<file path="src/rtl/clk_div_gen.sv">
// clk_div_gen: fixed clk/2 and clk/4 outputs plus a programmable divider whose
// new half-period count is only adopted at a period boundary, so no half-period is cut short.
module clk_div_gen #(
    parameter int DIV_W       = 8,
    parameter int DEFAULT_DIV = 4
) (
    input  logic             clk,
    input  logic             rst,
    input  logic             en,
    input  logic             cfg_valid,
    input  logic [DIV_W-1:0] cfg_div,
    output logic             cfg_ready,
    output logic             clk_div2,
    output logic             clk_div4,
    output logic             clk_divn,
    output logic             tick
);
    logic [DIV_W-1:0] cnt_q, cnt_d, cur_q, cur_d, pend_q, pend_d, last_cnt;
    logic div2_q, div2_d, div4_q, div4_d, divn_q, divn_d, tick_q, tick_d, ready_q, ready_d;
    logic wrap, apply, hs;

    always_comb begin
        last_cnt = (cur_q == '0) ? '0 : cur_q - 1'b1;
        wrap     = cnt_q == last_cnt;
        // a pending value lands at the end of a low half, or at once while stopped
        apply    = !ready_q && (!en || (wrap && !divn_q));
        hs       = cfg_valid && ready_q;
        cnt_d    = (!en || wrap) ? '0 : cnt_q + 1'b1;
        div2_d   = en && !div2_q;
        div4_d   = en && (div4_q ^ div2_q);
        divn_d   = en && (divn_q ^ wrap);
        tick_d   = en && wrap && !divn_q;
        cur_d    = apply ? pend_q : cur_q;
        pend_d   = hs ? cfg_div : pend_q;
        ready_d  = apply ? 1'b1 : hs ? 1'b0 : ready_q;
    end

    always_ff @(posedge clk or negedge rst) begin
        if (!rst) begin
            cnt_q   <= '0;
            cur_q   <= DIV_W'(DEFAULT_DIV);
            pend_q  <= '0;
            div2_q  <= 1'b0;
            div4_q  <= 1'b0;
            divn_q  <= 1'b0;
            tick_q  <= 1'b0;
            ready_q <= 1'b1;
        end else begin
            cnt_q   <= cnt_d;
            cur_q   <= cur_d;
            pend_q  <= pend_d;
            div2_q  <= div2_d;
            div4_q  <= div4_d;
            divn_q  <= divn_d;
            tick_q  <= tick_d;
            ready_q <= ready_d;
        end
    end

    assign cfg_ready = ready_q;
    assign clk_div2  = div2_q;
    assign clk_div4  = div4_q;
    assign clk_divn  = divn_q;
    assign tick      = tick_q;
endmodule

</file>
<file path="config.mk">
export PLATFORM = sky130hd
export DESIGN_NAME = clk_div_gen
export DESIGN_NICKNAME = d
export VERILOG_FILES = /design/src/rtl/clk_div_gen.sv
export SDC_FILE = /design/constraint.sdc
export NUM_CORES = 1
export LEC_CHECK = 0
export ABC_AREA = 1
export CAP_MARGIN = 5
export CELL_PAD_IN_SITES_DETAIL_PLACEMENT = 1
export CELL_PAD_IN_SITES_GLOBAL_PLACEMENT = 1
export CORE_ASPECT_RATIO = 1.1
export CORE_MARGIN = 2
export CORE_UTILIZATION = 50
export DETAILED_ROUTE_END_ITERATION = 16
export DONT_BUFFER_PORTS = 1
export HOLD_SLACK_MARGIN = 0.02
export PLACE_DENSITY_LB_ADDON = 0.12
export SETUP_SLACK_MARGIN = 0.02
export SYNTH_ARGS = -nofsm -noshare
export SYNTH_HDL_FRONTEND = slang
export SYNTH_SLANG_ARGS = --single-unit
</file>
<file path="constraint.sdc">
create_clock -name clk -period 7.5 [get_ports clk]
set_input_delay 0.75 -clock clk [delete_from_list [all_inputs] [get_ports clk]]
set_output_delay 0.75 -clock clk [all_outputs]
set_load 0.05 [all_outputs]
</file>
==> results.cfg <==
[detailed_routing]
wl_met2_um = 1690
wl_met1_um = 1460
wl_per_cell_um = 15.0
drc = 0
dr.first_iter.drc_count = 30
top_layer = met4
vias = 1214
drt-total-wl_um = 3370
drt_pre_antenna_iters = 4
met3WireLength_um = 161
via_per_inst = 5.40
postRouteAntennaNets = 0

[global_route]
track_usage = 0.218
grt_pass1_vias = 1270
gr-total-overflow = 0
grt_max_degree = 30
grt_pass1_wl_um = 5680
antenna_found_initial = 0

[cts]
cts-root-buf = clkbuf_4
worstSkewPairLatency_ps = 320
hold_buffers = 0
path_clk_slew_ps = 90
cts_resized = 0
post_cts_buffers = 0
h-tree-depth = 2
cts_tree = done
cts_inserted_buffers = 5
cts_sinks = 29
clockBufferDepth = 2

[floorplan]
initial_utilization = 0.514
dieArea_sq_um = 3510
core_region_area_sq_um = 2970
die_y_um = 62.0
fp-row-count = 21
die_width_um = 56.7
pin_count = 17

[logic_synthesis]
synthCells = 185
synth_area_sq_um = 1530
synth_nets = 200
synth_top_family_by_area = simple AND/OR/NAND/NOR gates
yosys_warnings = 0
yosysUniqueCellTypes = 22
synth_fa_ha_area_frac = 0.0246
synth.area.mux_share = 0.0516
synth_seq_area_share = 0.477
synth-xor-area-share = 0.0516
synthSimpleGateAreaFrac = 0.280
synth_compound_area_frac = 0.0426
avgSynthCellArea_sq_um = 8.25
ys_seq_elements = 29

[run]
drv_cap = 0

[power]
swShare = 0.386
leakage_nw = 0.781
power.density_nw_per_um2 = 276
clockPowerShare = 0.197
internal-power_mw = 0.272
ir_worst_vdd_mv = 0.180
p_switching_mw = 0.171
p_comb_frac = 0.307
pwr-share-seq = 0.496
power.total_mw = 0.443

[worst_setup_path]
worstSetupStartpointType = flop
end_kind = flop
worstPathRequired_ps = 7700
path_class = reg2reg
reg2regPathDepth = 14
critPathArrivalTime_ps = 3100
critPathMaxFanout = 17

[sta]
fin_crit_sh = 0.386
setup_viol = 0
relSlewSlack = 0.357
slew_violations = 0
clock_skew_ps = 5.84
setup_tns_ps = 0
worst_pin_slew_ps = 958
min_period_ps = 2890
max_freq_mhz = 346
worst_slack_ps = 4610
final_hold_viol_count = 0
rsz0062_at_grt = no

[layout]
utilization = 0.540
syn_to_final_growth_pct = 5.08
nFillCells = 385
nets = 205
drive_above_1_share = 0.126
antennaDiodeCount = 0

[place]
port_buffers = 0
dp_hpwl_um = 2650
gp_congestion = 0.864
post-place-ws_ps = 4650

[worst_hold_path]
hold_class = in2async

[status]
status = finished clean
[routing by layer]
layer	GRT usage	vias to the layer above
met3	0.0580	5
met4	0.0816	0
met2	0.379	21
met5	0	-
li1	-	594
met1	0.265	594
[final timing paths]
check | slack (ps) | startpoint | end
max | 4610 | cur_q[0] | cfg_ready
min reg2reg | 520 | cur_q[2] | cur_q[2]
max reg2reg | 4610 | cur_q[0] | cfg_ready
min | 110 | rst | cnt_q[1]
min in group clk | 490 | cfg_valid | cfg_ready
max in group asynchronous | 7200 | rst | cur_q[2]
[cells in the final DEF, fill, tap and decap left out]
cell type  instances
a21oi_1            8
clkbuf_1           1
clkbuf_4           5
clkinv_2           2
dfrtp_1           27
dfstp_2            2
ha_1               3
inv_1             23
inv_2              2
mux2_2             7
nand2_1           35
nand2_2            3
nand2_4            1
nand3_1           14
nand3b_1           2
nand4_1            6
nor2_1            31
nor2_2             2
nor3_1             3
o21ai_0            3
o21ai_1            2
xnor2_1            2
xor2_1             7
[sequential cells by signal (all words and copies together), names as in the netlist]
name,flops
cnt_q,8
clk_divn,1
clk_div4,1
tick,1
clk_div2,1
cur_q,8
pend_q,8
cfg_ready,1
[power groups by stage]
| stage | Sequential [mW] | Combinational [mW] | Clock [mW] |
|---|---|---|---|
| after CTS | 0.220 | 0.135 | 0.0911 |
| after floorplan | 0.215 | 0.105 | 0 |
| after global routing | 0.224 | 0.156 | 0.0959 |
| final | 0.220 | 0.136 | 0.0871 |
| after detailed placement | 0.223 | 0.133 | 0 |
| after global placement | 0.220 | 0.124 | 0 |
[Yosys cell counts]
library cell  number  area [sq um]
inv_1             23          86.3
o21ai_0            3          15.0
dfrtp_1           27           676
nor2_1            31           116
nor2_2             2          12.5
nand3_1           14          70.1
dfstp_2            2          52.6
inv_2              2          7.51
nand4_1            6          37.5
nor3_1             3          15.0
nand2_4            1          11.3
a21oi_1            8          40.0
nand3b_1           2          15.0
buf_2              1          5.00
xor2_1             7          61.3
xnor2_1            2          17.5
o21ai_1            2          10.0
ha_1               3          37.5
buf_6              1          11.3
nand2_2            3          18.8
mux2_2             7          78.8
nand2_1           35           131
[logic make-up (layout without fill, tap and decap cells)]
family / Yosys count / after routing
multiplexers: 7 / 7
AND/OR/NAND/NOR: 97 / 97
AO/OA/AOI/OAI: 13 / 13
flip-flops: 29 / 29
buffers and inverters: 27 / 33
XOR/XNOR: 9 / 9
adder cells (fa/ha/maj): 3 / 3
[area by class of cell]
cell class	count	area, sq um	area share
flip-flops and latches	29	728	0.454
multi-input cells	129	688	0.429
inverters	25	93.8	0.0585
well taps	34	42.5	0.0265
clock buffers	6	41.3	0.0257
clock inverters	2	10.0	0.00624
[per-stage QoR]
step	cell area (sq um)	hold WS [ps]	instances
finish	1600	111	225
CTS	1600	96.4	225
floorplan	1530	454	185
global route	1600	89.5	225
detailed placement	1550	455	217
global placement	1550	455	217
[critical path, stage by stage, from the launching register on]
cell,delay [ps]
dfrtp_1,370
inv_1,140
ha_1,250
nand2_2,80
nor2_2,160
nand2_2,170
nand2_1,100
nand2_1,60
nand2_1,100
nor2_1,50
nand4_1,90
nor2_1,60
ha_1,170
o21ai_1,750
o21ai_0,230
Power figures use the tool's default switching activity.
